File: src/rtl/mips_mc_pkg.sv
// Shared definitions for the multicycle MIPS controller: state encodings,
// opcode/funct constants and datapath select encodings.
package mips_mc_pkg;

    typedef enum logic [3:0] {
        S_FETCH  = 4'd0,
        S_DECODE = 4'd1,
        S_MEMADR = 4'd2,
        S_MEMRD  = 4'd3,
        S_MEMWB  = 4'd4,
        S_MEMWR  = 4'd5,
        S_EXEC   = 4'd6,
        S_ALUWB  = 4'd7,
        S_BRANCH = 4'd8,
        S_IEXEC  = 4'd9,
        S_IWB    = 4'd10,
        S_JUMP   = 4'd11,
        S_TRAP   = 4'd12
    } state_t;

    // Operation class handed to the ALU decoder
    typedef enum logic [2:0] {
        AOP_NONE  = 3'd0,
        AOP_ADD   = 3'd1,
        AOP_SUB   = 3'd2,
        AOP_FUNCT = 3'd3,
        AOP_IMM   = 3'd4
    } aluop_t;

    localparam logic [5:0] OP_RTYPE = 6'b000000;
    localparam logic [5:0] OP_LW    = 6'b100011;
    localparam logic [5:0] OP_SW    = 6'b101011;
    localparam logic [5:0] OP_BEQ   = 6'b000100;
    localparam logic [5:0] OP_BNE   = 6'b000101;
    localparam logic [5:0] OP_ADDI  = 6'b001000;
    localparam logic [5:0] OP_SLTI  = 6'b001010;
    localparam logic [5:0] OP_ANDI  = 6'b001100;
    localparam logic [5:0] OP_ORI   = 6'b001101;
    localparam logic [5:0] OP_J     = 6'b000010;
    localparam logic [5:0] OP_JAL   = 6'b000011;

    localparam logic [5:0] FN_ADD = 6'b100000;
    localparam logic [5:0] FN_SUB = 6'b100010;
    localparam logic [5:0] FN_AND = 6'b100100;
    localparam logic [5:0] FN_OR  = 6'b100101;
    localparam logic [5:0] FN_SLT = 6'b101010;

    localparam logic [2:0] ALU_ADD = 3'b010;
    localparam logic [2:0] ALU_SUB = 3'b110;
    localparam logic [2:0] ALU_AND = 3'b000;
    localparam logic [2:0] ALU_OR  = 3'b001;
    localparam logic [2:0] ALU_SLT = 3'b111;

    localparam logic [1:0] SRCB_REG    = 2'b00;
    localparam logic [1:0] SRCB_FOUR   = 2'b01;
    localparam logic [1:0] SRCB_IMM    = 2'b10;
    localparam logic [1:0] SRCB_IMM_SH = 2'b11;

    localparam logic [1:0] PCSRC_ALU    = 2'b00;
    localparam logic [1:0] PCSRC_ALUOUT = 2'b01;
    localparam logic [1:0] PCSRC_JUMP   = 2'b10;

    // Opcodes that only exist in the extended instruction set
    function automatic logic is_ext_op(input logic [5:0] opc);
        return (opc == OP_BNE) || (opc == OP_ANDI) || (opc == OP_ORI) || (opc == OP_JAL);
    endfunction

endpackage

File: src/rtl/mips_mc_ctrl_if.sv
// Memory request/ready handshake between the controller and the memory side.
interface mips_mc_ctrl_if;
    logic mem_req;
    logic mem_ready;
    logic MemWrite;
    logic iord;

    modport master (output mem_req, output MemWrite, output iord, input mem_ready);
    modport slave  (input mem_req, input MemWrite, input iord, output mem_ready);
endinterface

File: src/rtl/mips_alu_dec.sv
// ALU control decoder: maps the operation class plus op/funct to alucontrol
// and flags funct/op values that have no ALU meaning.
module mips_alu_dec
    import mips_mc_pkg::*;
#(
    parameter int EXT_OPS = 1
) (
    input  aluop_t     aluop,
    input  logic [5:0] op,
    input  logic [5:0] funct,
    output logic [2:0] alucontrol,
    output logic       legal
);
    localparam logic EXT_EN = (EXT_OPS != 0);

    // Decode operation class into the ALU control word
    always_comb begin
        alucontrol = ALU_AND;
        legal      = 1'b1;
        case (aluop)
            AOP_NONE: alucontrol = ALU_AND;
            AOP_ADD:  alucontrol = ALU_ADD;
            AOP_SUB:  alucontrol = ALU_SUB;
            AOP_FUNCT: begin
                case (funct)
                    FN_ADD:  alucontrol = ALU_ADD;
                    FN_SUB:  alucontrol = ALU_SUB;
                    FN_AND:  alucontrol = ALU_AND;
                    FN_OR:   alucontrol = ALU_OR;
                    FN_SLT:  alucontrol = ALU_SLT;
                    default: legal = 1'b0;
                endcase
            end
            AOP_IMM: begin
                case (op)
                    OP_ADDI: alucontrol = ALU_ADD;
                    OP_SLTI: alucontrol = ALU_SLT;
                    OP_ANDI: begin alucontrol = ALU_AND; legal = EXT_EN; end
                    OP_ORI:  begin alucontrol = ALU_OR;  legal = EXT_EN; end
                    default: legal = 1'b0;
                endcase
            end
            default: legal = 1'b0;
        endcase
    end
endmodule

File: src/rtl/mips_mc_ctrl.sv
// Multicycle MIPS main controller: decode and sequencing FSM with a
// memory ready handshake, wait-state timeout and sticky trap flags.
module mips_mc_ctrl
    import mips_mc_pkg::*;
#(
    parameter int EXT_OPS    = 1,
    parameter int WAIT_LIMIT = 15,
    parameter int CNT_W      = 4
) (
    input  logic           clk,
    input  logic           reset,
    mips_mc_ctrl_if.master mem,
    input  logic [5:0]     op,
    input  logic [5:0]     funct,
    input  logic           zero,
    output logic           pcEnable,
    output logic           IRWrite,
    output logic           RegWrite,
    output logic           alusrca,
    output logic           MemtoReg,
    output logic           regDST,
    output logic           link,
    output logic           zeroext,
    output logic [1:0]     alusrcb,
    output logic [1:0]     pcsrc,
    output logic [2:0]     alucontrol,
    output logic           illegal_op,
    output logic           bus_error,
    output logic [3:0]     state_out
);
    localparam logic             EXT_EN     = (EXT_OPS != 0);
    localparam logic             TIMEOUT_EN = (WAIT_LIMIT != 0);
    localparam logic [CNT_W-1:0] LIMIT_C    = CNT_W'(WAIT_LIMIT);

    state_t           state_r, state_next_s;
    logic [CNT_W-1:0] cnt_r;
    logic             illegal_op_r, bus_error_r;
    logic             set_illegal_s, set_bus_error_s, timeout_s;
    logic             mem_req_s, mem_write_s, ir_write_s, pc_enable_s, reg_write_s;
    logic             alusrca_s, iord_s, memtoreg_s, regdst_s, link_s, zeroext_s;
    logic [1:0]       alusrcb_s, pcsrc_s;
    aluop_t           aluop_s;
    logic [2:0]       alu_ctl_s;
    logic             alu_legal_s;

    mips_alu_dec #(.EXT_OPS(EXT_OPS)) u_alu_dec (
        .aluop      (aluop_s),
        .op         (op),
        .funct      (funct),
        .alucontrol (alu_ctl_s),
        .legal      (alu_legal_s)
    );

    // A request stalled at the wait limit with no ready this cycle gives up
    assign timeout_s = TIMEOUT_EN && mem_req_s && !mem.mem_ready && (cnt_r == LIMIT_C);

    // State register
    always_ff @(posedge clk or negedge reset) begin
        if (!reset) state_r <= S_FETCH;
        else        state_r <= state_next_s;
    end

    // Next-state logic and trap cause detection
    always_comb begin
        state_next_s    = state_r;
        set_illegal_s   = 1'b0;
        set_bus_error_s = 1'b0;
        case (state_r)
            S_FETCH, S_MEMRD, S_MEMWR: begin
                if (mem.mem_ready) begin
                    if (state_r == S_FETCH)      state_next_s = S_DECODE;
                    else if (state_r == S_MEMRD) state_next_s = S_MEMWB;
                    else                         state_next_s = S_FETCH;
                end else if (timeout_s) begin
                    state_next_s    = S_TRAP;
                    set_bus_error_s = 1'b1;
                end else begin
                    state_next_s = state_r;
                end
            end
            S_DECODE: begin
                if (!EXT_EN && is_ext_op(op)) begin
                    state_next_s  = S_TRAP;
                    set_illegal_s = 1'b1;
                end else begin
                    case (op)
                        OP_LW, OP_SW:                      state_next_s = S_MEMADR;
                        OP_RTYPE:                          state_next_s = S_EXEC;
                        OP_BEQ, OP_BNE:                    state_next_s = S_BRANCH;
                        OP_ADDI, OP_ANDI, OP_ORI, OP_SLTI: state_next_s = S_IEXEC;
                        OP_J, OP_JAL:                      state_next_s = S_JUMP;
                        default: begin
                            state_next_s  = S_TRAP;
                            set_illegal_s = 1'b1;
                        end
                    endcase
                end
            end
            S_MEMADR: begin
                if (op == OP_LW) state_next_s = S_MEMRD;
                else             state_next_s = S_MEMWR;
            end
            S_EXEC: begin
                if (alu_legal_s) begin
                    state_next_s = S_ALUWB;
                end else begin
                    state_next_s  = S_TRAP;
                    set_illegal_s = 1'b1;
                end
            end
            S_IEXEC:                          state_next_s = S_IWB;
            S_MEMWB, S_ALUWB, S_BRANCH,
            S_IWB, S_JUMP:                    state_next_s = S_FETCH;
            S_TRAP:                           state_next_s = S_TRAP;
            default: begin
                state_next_s  = S_TRAP;
                set_illegal_s = 1'b1;
            end
        endcase
    end

    // Per-state datapath controls before reset gating
    always_comb begin
        mem_req_s   = 1'b0;
        mem_write_s = 1'b0;
        ir_write_s  = 1'b0;
        pc_enable_s = 1'b0;
        reg_write_s = 1'b0;
        alusrca_s   = 1'b0;
        iord_s      = 1'b0;
        memtoreg_s  = 1'b0;
        regdst_s    = 1'b0;
        link_s      = 1'b0;
        zeroext_s   = 1'b0;
        alusrcb_s   = SRCB_REG;
        pcsrc_s     = PCSRC_ALU;
        aluop_s     = AOP_NONE;
        case (state_r)
            S_FETCH: begin
                mem_req_s   = 1'b1;
                alusrcb_s   = SRCB_FOUR;
                aluop_s     = AOP_ADD;
                ir_write_s  = mem.mem_ready;
                pc_enable_s = mem.mem_ready;
            end
            S_DECODE: begin
                alusrcb_s = SRCB_IMM_SH;
                aluop_s   = AOP_ADD;
            end
            S_MEMADR: begin
                alusrca_s = 1'b1;
                alusrcb_s = SRCB_IMM;
                aluop_s   = AOP_ADD;
            end
            S_MEMRD: begin
                mem_req_s = 1'b1;
                iord_s    = 1'b1;
            end
            S_MEMWB: begin
                reg_write_s = 1'b1;
                memtoreg_s  = 1'b1;
            end
            S_MEMWR: begin
                mem_req_s   = 1'b1;
                iord_s      = 1'b1;
                // The write strobe is withdrawn on the cycle the access is abandoned
                mem_write_s = !timeout_s;
            end
            S_EXEC: begin
                alusrca_s = 1'b1;
                aluop_s   = AOP_FUNCT;
            end
            S_ALUWB: begin
                reg_write_s = 1'b1;
                regdst_s    = 1'b1;
            end
            S_BRANCH: begin
                alusrca_s   = 1'b1;
                aluop_s     = AOP_SUB;
                pcsrc_s     = PCSRC_ALUOUT;
                pc_enable_s = (op == OP_BEQ) ? zero : !zero;
            end
            S_IEXEC: begin
                alusrca_s = 1'b1;
                alusrcb_s = SRCB_IMM;
                aluop_s   = AOP_IMM;
                zeroext_s = (op == OP_ANDI) || (op == OP_ORI);
            end
            S_IWB: begin
                reg_write_s = 1'b1;
                zeroext_s   = (op == OP_ANDI) || (op == OP_ORI);
            end
            S_JUMP: begin
                pcsrc_s     = PCSRC_JUMP;
                pc_enable_s = 1'b1;
                reg_write_s = (op == OP_JAL);
                link_s      = (op == OP_JAL);
            end
            S_TRAP:  mem_req_s = 1'b0;
            default: mem_req_s = 1'b0;
        endcase
    end

    // Wait counter: restarts on any state change or ready, counts stalled requests
    always_ff @(posedge clk or negedge reset) begin
        if (!reset)                                       cnt_r <= {CNT_W{1'b0}};
        else if (mem.mem_ready || (state_next_s != state_r)) cnt_r <= {CNT_W{1'b0}};
        else if (mem_req_s)                               cnt_r <= cnt_r + CNT_W'(1);
        else                                              cnt_r <= cnt_r;
    end

    // Sticky trap causes, cleared only by reset
    always_ff @(posedge clk or negedge reset) begin
        if (!reset) begin
            illegal_op_r <= 1'b0;
            bus_error_r  <= 1'b0;
        end else begin
            illegal_op_r <= illegal_op_r | set_illegal_s;
            bus_error_r  <= bus_error_r | set_bus_error_s;
        end
    end

    // Enables and the request are held off while reset is asserted
    assign mem.mem_req  = mem_req_s & reset;
    assign mem.MemWrite = mem_write_s & reset;
    assign mem.iord     = iord_s;
    assign IRWrite      = ir_write_s & reset;
    assign pcEnable     = pc_enable_s & reset;
    assign RegWrite     = reg_write_s & reset;
    assign alusrca      = alusrca_s;
    assign MemtoReg     = memtoreg_s;
    assign regDST       = regdst_s;
    assign link         = link_s;
    assign zeroext      = zeroext_s;
    assign alusrcb      = alusrcb_s;
    assign pcsrc        = pcsrc_s;
    assign alucontrol   = alu_ctl_s;
    assign illegal_op   = illegal_op_r;
    assign bus_error    = bus_error_r;
    assign state_out    = state_r;
endmodule

File: src/flat_wrapper.sv
// flat-port wrapper written by rule: the top's interface ports become plain ports
module mips_mc_ctrl_flat import mips_mc_pkg::*;
#(
    parameter int EXT_OPS    = 1,
    parameter int WAIT_LIMIT = 15,
    parameter int CNT_W      = 4
)
  (clk, reset, op, funct, zero, pcEnable, IRWrite, RegWrite, alusrca, MemtoReg, regDST, link, zeroext, alusrcb, pcsrc, alucontrol, illegal_op, bus_error, state_out, mem_mem_req, mem_MemWrite, mem_iord, mem_mem_ready);
  mips_mc_ctrl_if mem_i ();
  input  logic clk;
  input  logic reset;
  input  logic [5:0] op;
  input  logic [5:0] funct;
  input  logic zero;
  output logic pcEnable;
  output logic IRWrite;
  output logic RegWrite;
  output logic alusrca;
  output logic MemtoReg;
  output logic regDST;
  output logic link;
  output logic zeroext;
  output logic [1:0] alusrcb;
  output logic [1:0] pcsrc;
  output logic [2:0] alucontrol;
  output logic illegal_op;
  output logic bus_error;
  output logic [3:0] state_out;
  output wire logic [$bits(mem_i.mem_req)-1:0] mem_mem_req;
  output wire logic [$bits(mem_i.MemWrite)-1:0] mem_MemWrite;
  output wire logic [$bits(mem_i.iord)-1:0] mem_iord;
  input wire logic [$bits(mem_i.mem_ready)-1:0] mem_mem_ready;
  assign mem_mem_req = mem_i.mem_req;
  assign mem_MemWrite = mem_i.MemWrite;
  assign mem_iord = mem_i.iord;
  assign mem_i.mem_ready = mem_mem_ready;
  mips_mc_ctrl #(.EXT_OPS(EXT_OPS), .WAIT_LIMIT(WAIT_LIMIT), .CNT_W(CNT_W)) u_core (.clk(clk), .reset(reset), .mem(mem_i), .op(op), .funct(funct), .zero(zero), .pcEnable(pcEnable), .IRWrite(IRWrite), .RegWrite(RegWrite), .alusrca(alusrca), .MemtoReg(MemtoReg), .regDST(regDST), .link(link), .zeroext(zeroext), .alusrcb(alusrcb), .pcsrc(pcsrc), .alucontrol(alucontrol), .illegal_op(illegal_op), .bus_error(bus_error), .state_out(state_out));
endmodule
File: config.mk
export PLATFORM = sky130hd
export DESIGN_NAME = mips_mc_ctrl_flat
export DESIGN_NICKNAME = d
export VERILOG_FILES = /design/src/rtl/mips_mc_pkg.sv /design/src/rtl/mips_mc_ctrl_if.sv /design/src/rtl/mips_alu_dec.sv /design/src/rtl/mips_mc_ctrl.sv /design/src/flat_wrapper.sv
export SDC_FILE = /design/constraint.sdc
export NUM_CORES = 1
export LEC_CHECK = 0
export ABC_AREA = 1
export CAP_MARGIN = 0
export CORE_MARGIN = 8
export CORE_UTILIZATION = 41
export CTS_BUF_LIST = sky130_fd_sc_hd__clkbuf_8 sky130_fd_sc_hd__clkbuf_16
export DETAILED_ROUTE_END_ITERATION = 6
export PLACE_DENSITY = 0.76
export SYNTH_ARGS = -nofsm -noshare
export SYNTH_HDL_FRONTEND = slang
export SYNTH_SLANG_ARGS = --single-unit
File: constraint.sdc
create_clock -name clk -period 1.4 [get_ports clk]
set_input_delay 0.14 -clock clk [delete_from_list [all_inputs] [get_ports clk]]
set_output_delay 0.14 -clock clk [all_outputs]
set_load 0.005 [all_outputs]
==> results, run 1 <==
- The number of flip-flops and latches in the synthesized netlist is 10.
- The final weighted congestion in routability-driven placement is 0.870.
- The count of flip-flops with a built-in enable after synthesis is 0.
- The sequential element share of the synthesized area is 20.9%.
- The H-tree depth reported by CTS is 1.
- The die outline height is 70.1 um.
- The wire-length estimate of the detail-placed layout is 3620 um.
- The number of top-level design ports is 40.
- After synthesis, the share of flip-flops with an asynchronous set or reset is 100%.
- The starting utilization of the core area is 43.5%.
- The width of the die is 70.1 um.
- The gate count after technology mapping is 204.
- The synthesized design devotes to its leading area cell type 20.9% of total area.
- The number of hold buffers added after CTS was 0.
- The flow did not finish.
- The longest clock path from root to sink contains 2 buffers.
- Counting the buffers created by CTS gives 3.
- The root buffer cell chosen for the clock tree is sky130_fd_sc_hd__clkbuf_8.
- During placement, the flow inserted port buffers numbering 39.
- The distinct cell type count after synthesis is 26.
- Timing analysis after detailed placement gives a worst setup slack of -0.613 ns.
- The last stage reached is global routing (5_1_grt).
- The first error in the log reads "[ERROR DPL-0038] Utilization greater than 100%, impossible to legalize".
- The total number of clock tree sinks is 10.
- The synthesized area is 1200 sq um.
- The most used flip-flop cell after synthesis is sky130_fd_sc_hd__dfrtp_1.
- After floorplanning, the core was divided into 19 placement rows.
- Entering global routing, the biggest net connects 11 pins.
- When the netlist entered floorplanning its net count stood at 221.
- By instance count, the leading cell after synthesis is sky130_fd_sc_hd__nand2_1.
- The top cell type by total area after synthesis is sky130_fd_sc_hd__dfrtp_1.
- Yosys printed 0 warnings.
- The placed instances occupy a cell area of 2110 sq um.
- The category of the worst endpoint is a register data pin.
- In the synthesized netlist, the cells that appear most often are sky130_fd_sc_hd__nand2_1 (47), sky130_fd_sc_hd__nor2_1 (35), sky130_fd_sc_hd__inv_1 (33).
- The synthesized area divided by synthesized cell count is 5.88 sq um.
- The worst setup endpoint after the global-route repair_timing is u_core.cnt_r[0]$_DFFE_PN0P_/D.
- By area the synthesized netlist is led by sky130_fd_sc_hd__dfrtp_1 (21%), sky130_fd_sc_hd__nand2_1 (15%), sky130_fd_sc_hd__nor2_1 (11%).
-- what timing repair did --
action                     in CTS
pin swaps                      26
buffers inserted               29
resized for setup             144
setup endpoints to repair      32
-- kinds of logic after synthesis --
kind of cell               after synthesis  synth area share [%]
buffers and inverters                   39                  14.1
muxes                                    1                 0.834
xor gates and xnor gates                 3                  2.19
and+or+nand+nor                        137                  54.9
AOI/OAI and AO/OA                       13                  6.15
adders and majority gates                1                  1.04
DFF                                     10                  20.9
-- stage by stage --
step	utilization, %	cells	TNS [ns]	hold slack [ns]
after floorplan	-	204	-0.886	-0.156
after global placement	76.4	337	-9.60	0.450
after detailed placement	76.4	337	-10.44	0.468
after CTS	91.3	363	-8.02	0.447
==> run 2, diff against run 1 <==
--- a/config.mk
+++ b/config.mk
@@ -7,11 +7,10 @@
 export LEC_CHECK = 0
 export ABC_AREA = 1
 export CAP_MARGIN = 0
-export CORE_MARGIN = 8
-export CORE_UTILIZATION = 41
-export CTS_BUF_LIST = sky130_fd_sc_hd__clkbuf_8 sky130_fd_sc_hd__clkbuf_16
+export CORE_AREA = 8 8 69 71
 export DETAILED_ROUTE_END_ITERATION = 6
-export PLACE_DENSITY = 0.76
+export DIE_AREA = 0 0 77 79
+export PLACE_DENSITY_LB_ADDON = 0.15
 export SYNTH_ARGS = -nofsm -noshare
 export SYNTH_HDL_FRONTEND = slang
 export SYNTH_SLANG_ARGS = --single-unit
==> constraint.sdc (replaced) <==
create_clock -name clk -period 1.8 [get_ports clk]
set_input_delay 0.18 -clock clk [delete_from_list [all_inputs] [get_ports clk]]
set_output_delay 0.18 -clock clk [all_outputs]
set_load 0.005 [all_outputs]
==> run 2 against run 1 <==
Compared with the run above: the flow now finishes, with violations (negative setup slack); synthesized cell count did not move; synthesized area did not move.
==> results, run 2 <==
- The flow ran to the end, but the final reports show violations.
- The checks that failed: negative setup slack.
- The setup slack of the worst register-to-register path is -0.09 ns.
- The proportion of power drawn by combinational gates is 19.0%.
- The starting utilization of the core area came to 31.6% (-12 points).
- For this run, the slowest stage of the critical path takes 0.44 ns.
- The critical path required time is 1.96 ns.
- The signal on the critical path passes through buf_6 -> inv_6 -> nand2_4 -> nor2_4 -> buf_4 -> nand3_2 -> buf_6 -> nand2_2 -> nor2_4 -> nand3_4 -> nand2_2 -> nand2_1 -> nand2_1 -> nor2_2 -> nand3_2 -> nor2_1.
- The finished layout holds 365 standard cells, fillers aside.
- The instance count after placement with tap cells included was 344 (+2.1%).
- The detailed placement HPWL is 3420 um (-5.5%).
- The number of remaining DRC errors is 0.
- The maximum number of pins on one net before global-route repair is 11.
- The power density of the placed cells is 240 nW/um^2.
- Yosys attributes the largest share of cell area to sky130_fd_sc_hd__dfrtp_1 (21%), sky130_fd_sc_hd__nand2_1 (15%), sky130_fd_sc_hd__nor2_1 (11%).
- For this run, the top clock speed supported by timing is 0.530 GHz.
- The multi-input combinational cell area is 933 sq um.
- The cell sitting at the root of the clock tree is a sky130_fd_sc_hd__clkbuf_8.
- The worst setup path is launched from a flop.
- The H-tree depth reported by CTS is 1 (unchanged).
- The relative slew slack is 79.1%.
- The synthesized area was 1200 sq um (unchanged).
- sky130_fd_sc_hd__nand2_1 is the most common cell in the netlist.
- The average wire per cell in the routed design is 12.4 um.
- The placement row count is 23 (+4).
- The pre-CTS setup slack is -0.299 ns (+0.314 ns).
- The sequential element share of the synthesized area is 20.9% (unchanged).
- The number of buffers created by CTS came to 3 (unchanged).
- After filler insertion, the fill cell instance count of the layout stands at 379.
- The met2 usage is 25.5%.
- The class of the most critical hold timing path is input port to async pin.
- Cells with a size suffix above 1 make up 42.5% of the layout.
- The smallest setup slack after layout is -0.0852 ns.
- Summed over all cells, the static leakage comes to 1.31 nW.
- TritonCTS built the clock tree.
- The synthesized area divided by synthesized cell count was 5.88 sq um (unchanged).
- The number of nets in the layout is 334.
- After the first detailed-routing iteration, the DRC count stood at 50.
- The latest clock arrival within the worst-skew pair is 0.24 ns.
- The sum of negative setup slack is -0.329 ns.
- The count of final setup violators is 6.
- The critical path in this run is classified as flop to flop.
- The total of warnings raised by yosys is 0 (unchanged).
- The hold violation count in the final report was 0.
- The repair_antennas step left the layout with diodes totalling 0.
- Across the VDD grid, the largest voltage drop is 128 uV.
- Net switching is 24.3% of the power.
- The arrival time at the worst endpoint is 2.05 ns.
- The share of total power dissipated in sequential elements is 39.8%.
- The clock group share of total power is 41.2%.
- Counting I/O delays and the setup requirement, the final critical path takes 1.89 ns.
- The number of flip-flops and latches in the synthesized netlist is 10 (unchanged).
- The final wirelength is 4510 um.
- The power spent charging and discharging nets is 0.137 mW.
- Across every metal layer, demand over resource in global routing totals 14.4%.
- The highest net fanout along the worst path is 4.
- Summing all flip-flop and latch instances after layout gives 251 sq um.
- The master of the slowest instance on the critical path is sky130_fd_sc_hd__dfrtp_2.
- The share of the synthesized area in the top cell type is 20.9% (unchanged).
- The die outline height is 79 um (+13%).
- The final weighted congestion in routability-driven placement came to 0.902 (+3.7%).
- The number of buffers between clock root and the deepest sink came to 2 (unchanged).
- The width of the die is 77 um (+9.9%).
- The global routing met1 resource utilization is 16.3%.
- The internal power consumption is 0.428 mW.
- The post-synthesis async set-or-reset flop share was 100% (unchanged).
- The top cell types in the final layout, fill and taps aside, are sky130_fd_sc_hd__buf_4 (64), sky130_fd_sc_hd__nand2_1 (39), sky130_fd_sc_hd__inv_1 (29).
- Broken down by cell family, the worst path's largest delay share belongs to simple AND/OR/NAND/NOR gates.
- Leaving out fill and tap cells, the most frequent cell in the layout is sky130_fd_sc_hd__buf_4.
- The distinct cell type count after synthesis is 26 (unchanged).
- The count of buffering cells on the critical path with inverters included is 4.
- After floorplanning, the core was sized to cover 3800 sq um.
- The first global-routing pass estimated 7400 um of wire.
- Ranked by instance count, the synthesized netlist is headed by sky130_fd_sc_hd__nand2_1 (47), sky130_fd_sc_hd__nor2_1 (35), sky130_fd_sc_hd__inv_1 (33).
- The number of port buffers is 39 (unchanged).
- For the pin with the worst max-slew slack, the measured transition is 0.312 ns.
- The biggest area contributor in the post-synthesis netlist is sky130_fd_sc_hd__dfrtp_1.
- The total number of clock tree sinks was 10 (unchanged).
- The overall die area is 6080 sq um.
- The via count of the first global-routing pass is 1713.
- The number of top-level design ports is 40 (unchanged).
- The vias after detailed routing is 1711.
- For this run, the detailed router's first-pass iteration total came to 4.
- Compared with the post-synthesis result, the final layout area differs by 96.2%.
- The number of nets with antenna violations after routing is 0.
- The gate count after technology mapping is 204 (unchanged).
- The clock-pin slew on the worst setup and hold paths is 0.05 ns.
- The busiest metal layer after global routing is met2.
- Setup repair after global routing could not meet its margin everywhere.
- The completed layout was analyzed and its total power is 0.566 mW.
- The overall overflow remaining after global route is 0.
- After layout, the worst path uses 105% of the clock period.
- The net count after synthesis is 221 (unchanged).
- The setup skew after layout is 0.00561 ns.
- The worst setup path is captured at a flop.
- The final count of pins violating max slew is 0.
- The count of flip-flops with a built-in enable after synthesis is 0 (unchanged).
- Among all flip-flop cells after synthesis, the most frequent one is sky130_fd_sc_hd__dfrtp_1.
- In the global route stage, met3 resource usage came out at 2.82%.
- The number of max-capacitance violations reported is 0.
- The routed via count divided by cell count is 4.69.
- The number of antenna violations at the first check in global routing is 0.
## run 2: power groups by stage
stage          Combinational (mW)  Clock (mW)  Sequential [mW]
3_3_place_gp                0.103           0            0.229
6_report                    0.107       0.233            0.225
2_1_floorplan              0.0287           0            0.229
4_1_cts                     0.105       0.235            0.225
3_5_place_dp                0.104           0            0.229
5_1_grt                     0.119       0.252            0.225
## run 2: layer usage
layer / wire, um / vias to the layer above
li1: - / 877
met1: 1950 / 788
met2: 2270 / 40
met3: 233 / 6
met4: 59 / 0
met5: 0 / -
## run 2: area by class of cell
cell class                      count  area share [%]
Multi-Input combinational cell    155            39.6
Timing Repair Buffer              111            39.2
Sequential cell                    10            10.7
Inverter                           36            6.06
Tap cell                           50            2.66
Clock buffer                        3            1.75
## run 2: repair_timing
action / CTS / global route
gates resized for setup: 49 / 51
setup buffers: 13 / 6
pin swaps: 11 / 16
hold buffers: 0 / 0
setup endpoints to repair: 22 / 20
## run 2: path summary, 6_finish.rpt
path	startpoint	end	cells past startpoint
max	u_core.state_out[0]$_DFF_PN0_	u_core.cnt_r[0]$_DFFE_PN0P_	16
min	reset	u_core.state_out[1]$_DFF_PN0_	1
max reg2reg	u_core.state_out[0]$_DFF_PN0_	u_core.cnt_r[0]$_DFFE_PN0P_	16
min reg2reg	u_core.bus_error$_DFF_PN0_	u_core.bus_error$_DFF_PN0_	1
max in group asynchronous	reset	u_core.state_out[0]$_DFF_PN0_	2
min in group clk	u_core.bus_error$_DFF_PN0_	u_core.bus_error$_DFF_PN0_	1
## run 2: kinds of logic (layout without fill, tap and decap cells)
kind of cell             count (synthesis)  count (layout)  synth area share [%]
AO/OA/AOI/OAI                           13              13                  6.15
XOR/XNOR                                 3               3                  2.19
adder cells (fa/ha/maj)                  1               1                  1.04
buffers and inverters                   39             150                  14.1
flip-flops                              10              10                  20.9
multiplexers                             1               1                 0.834
AND/OR/NAND/NOR                        137             137                  54.9
## run 2: through the flow
step / hold WS, ns / utilization [%] / cell area (sq um)
final: 0.149 / 62.0 / 2350
after global routing: 0.150 / 62.0 / 2350
after CTS: 0.149 / 58.8 / 2230
after detailed placement: 0.398 / 53.3 / 2020
after global placement: 0.410 / 53.3 / 2020
after floorplan: -0.116 / - / 1200
(Power assumes the default switching activity.)
==> run 3, diff against run 2 <==
--- a/config.mk
+++ b/config.mk
@@ -10,7 +10,7 @@
 export CORE_AREA = 8 8 69 71
 export DETAILED_ROUTE_END_ITERATION = 6
 export DIE_AREA = 0 0 77 79
-export PLACE_DENSITY_LB_ADDON = 0.15
+export PLACE_DENSITY_LB_ADDON = 0.05
 export SYNTH_ARGS = -nofsm -noshare
 export SYNTH_HDL_FRONTEND = slang
 export SYNTH_SLANG_ARGS = --single-unit
==> run 3 against run 2 <==
Compared with the run above: the run still ends with negative setup slack left; total power up 11%; sequential share of layout area is 0.11 points lower; worst hold slack improved by 0.11 ns; register-to-register slack about the same; critical path depth shrank 7; largest power group unchanged; via count fell by 1.6%.
==> results, run 3 (synthesized netlist as in run 2, its figures left out) <==
- The master of the slowest instance on the critical path is sky130_fd_sc_hd__dfrtp_1.
- The number of buffers created by CTS is 3 (unchanged).
- The count of final setup violators is 6 (unchanged).
- The reported leakage power is 1.29 nW (-1.1%).
- The count of hold buffers inserted by post-cts repair is 0 (unchanged).
- The share of the clock period used by the worst path after layout was 106% (+0.87 points).
- The number of nets with antenna violations after routing is 0 (unchanged).
- The power density of the placed cells is 265 nW/um^2 (+10%).
- The number of remaining DRC errors was 0 (unchanged).
- The overall die area was 6080 sq um (unchanged).
- The design area is 2380 sq um (+1.1%).
- The die outline height came to 79 um (unchanged).
- The launching point of the worst reg2reg path is u_core.state_out[1]$_DFF_PN0_.
- The clock-pin slew on the worst setup and hold paths came to 0.05 ns (about the same).
- The sequential cell area in the final layout is 251 sq um (unchanged).
- The endpoint identified for the worst register-to-register timing path is u_core.cnt_r[1]$_DFFE_PN0P_.
- The final design utilization is 62.6% (+0.66 points).
- The relative slew slack is 79.0% (-0.13 points).
- The setup slack of the worst register-to-register path is -0.09 ns (about the same).
- Setup repair after global routing could not meet its margin everywhere.
- STA classifies the critical path startpoint as a flop.
- The number of buffers between clock root and the deepest sink is 2 (unchanged).
- The number of port buffers is 39 (unchanged).
- The run finished, with violations left.
- The final weighted congestion in routability-driven placement is 0.855 (-5.3%).
- The post-synthesis to final-layout area growth is 98.3%.
- The count of inserted antenna diode cells is 0 (unchanged).
- The detailed placement HPWL was 3550 um (+3.9%).
- The signal on the critical path passes through buf_6 -> inv_2 -> nor2_2 -> nand2_2 -> nand3_4 -> nand3_4 -> nand4_1 -> inv_1 -> dlygate4sd2_1.
- The instance area at placement was 2080 sq um (+2.8%).
- The arrival time at the worst endpoint is 1.72 ns (-0.33 ns).
- The detailed router's first-iteration violation count is 86 (+72%).
- The first-pass GRT wire length is 7480 um (+1.0%).
- The H-tree depth reported by CTS is 1 (unchanged).
- The commonest non-fill, non-tap cell in the layout is sky130_fd_sc_hd__buf_4.
- The number of iterations in the first detailed-routing pass was 4 (unchanged).
- The via count of the first global-routing pass is 1683 (-1.8%).
- The kind of cell with the highest combined delay along the critical path is simple AND/OR/NAND/NOR gates.
- The fraction of final layout cells with drive strength greater than 1 is 43.9% (+1.3 points).
- The placement row count is 23 (unchanged).
- Following the worst setup path forward leads to its endpoint at mem_MemWrite.
- In the layout the commonest cells are sky130_fd_sc_hd__buf_4 (72), sky130_fd_sc_hd__nand2_1 (38), sky130_fd_sc_hd__inv_1 (30).
- The start point of the critical path is u_core.state_out[2]$_DFF_PN0_.
- The upper clock frequency limit is 0.526 GHz (-0.82%).
- The overall overflow remaining after global route is 0 (unchanged).
- The final wirelength was 4480 um (-0.69%).
- The total track usage was 14.9% (+0.50 points).
- The final count of pins violating max slew was 0 (unchanged).
- The count of buffering cells on the critical path with inverters included is 4 (unchanged).
- The maximum number of pins on one net before global-route repair was 8 (-3).
- The multi-input combinational cell area is 928 sq um (-0.54%).
- The starting utilization of the core area was 31.6% (unchanged).
- The final reports fail on negative setup slack.
- The latest clock arrival within the worst-skew pair is 0.24 ns (about the same).
- The number of top-level design ports is 40 (unchanged).
- The average wire per cell in the routed design was 12.1 um (-1.8%).
- The number of max-capacitance violations reported is 0 (unchanged).
- The transition time at the pin with the least slew margin is 0.314 ns (+0.00194 ns).
- The post-route minimum period is 1.90 ns (+0.0156 ns).
- The most numerous cell type found on the critical path is sky130_fd_sc_hd__nand3_4.
- The worst hold path belongs to the class input port to async pin.
- The routed via count divided by cell count is 4.56 (-2.7%).
- The setup path with the least slack is of type flop to output port.
- The hold violation count in the final report is 0 (unchanged).
- The smallest setup slack after layout is -0.101 ns (-0.0156 ns).
- The biggest cell delay along the critical path is 0.41 ns (-0.03 ns).
- CTS placed an instance of sky130_fd_sc_hd__clkbuf_8 at the clock tree root.
- The vias after detailed routing is 1683 (-1.6%).
- The number of filler instances in the final layout is 387 (+2.1%).
- STA classifies the critical path endpoint as an output port.
- The maximum vdd ir drop is 157 uV (+22%).
- The number of antenna violations at the first check in global routing was 0 (unchanged).
- The setup skew after layout came to 0.00393 ns (-0.00168 ns).
- The count of cell instances traversed by the critical path came to 9 (-7).
- TritonCTS built the clock tree.
- The width of the die is 77 um (unchanged).
- The total number of clock tree sinks is 10 (unchanged).
- The critical path required time was 1.62 ns (-0.34 ns).
- The number of cells traversed by the worst register-to-register path is 13 (-3).
- The highest net fanout along the worst path is 7 (+3).
- The number of nets in the layout is 337 (+0.90%).
- The standard cell core area is 3800 sq um (unchanged).
## run 3: area by class of cell
cell class                 instances  area share [%]
timing repair buffer             114            39.4
sequential                        10            10.6
inverter                          36            6.10
clock buffer                       4            2.31
multi-input combinational        155            39.0
tap                               50            2.63
## run 3: layer usage
layer / vias to the layer above / part of all wire (%) / global-route usage [%]
met1: 754 / 42 / 16.4
met3: 6 / 5.8 / 4.06
li1: 882 / - / -
met5: - / 0 / 0
met2: 41 / 50 / 26.8
met4: 0 / 1.7 / 5.28
## run 3: stage by stage
stage	std cells	hold WS [ns]	setup TNS, ns	power, mW	setup WS, ns
2_1_floorplan	204	-0.116	0	0.258	0.184
3_3_place_gp	350	0.452	-3.01	0.341	-0.347
3_5_place_dp	350	0.460	-3.07	0.341	-0.348
4_1_cts	366	0.262	-0.427	0.633	-0.186
5_1_grt	369	0.268	-1.40	0.667	-0.253
6_report	369	0.260	-0.473	0.630	-0.101
## run 3: worst register-to-register path: cells and delay by family, from the launching register on
kind,cells,cell delay (ns)
buf+inv,3,0.39
flops,1,0.43
simple gates,10,1.03
## run 3: where the power goes
group | internal (mW) | switching, mW | leakage [nW]
Clock | 0.193 | 0.0920 | 0.0288
Sequential | 0.225 | 0 | 0.122
Combinational | 0.0646 | 0.0558 | 1.14
Total | 0.482 | 0.148 | 1.29
## run 3: how the worst min path moves through the flow
stage | endpoint | startpoint
after floorplan | u_core.bus_error$_DFF_PN0_ | reset
after global placement | u_core.bus_error$_DFF_PN0_ | u_core.bus_error$_DFF_PN0_
after detailed placement | u_core.bus_error$_DFF_PN0_ | u_core.bus_error$_DFF_PN0_
after CTS | u_core.state_out[2]$_DFF_PN0_ | reset
after global routing | u_core.state_out[2]$_DFF_PN0_ | reset
final | u_core.state_out[2]$_DFF_PN0_ | reset
## run 3: repair_timing
item                                    CTS  global route
gates resized for setup                  66            29
endpoints found under the setup margin   22            14
endpoints found under the hold margin     0             0
pin swaps                                14            10
buffers inserted                         12             3
==> run 4, diff against run 3 <==
--- a/config.mk
+++ b/config.mk
@@ -8,6 +8,7 @@
 export ABC_AREA = 1
 export CAP_MARGIN = 0
 export CORE_AREA = 8 8 69 71
+export CTS_CLUSTER_SIZE = 8
 export DETAILED_ROUTE_END_ITERATION = 6
 export DIE_AREA = 0 0 77 79
 export PLACE_DENSITY_LB_ADDON = 0.05
==> results of run 4 <==
The final DEF is identical to that of run 3; final timing and power are the same.
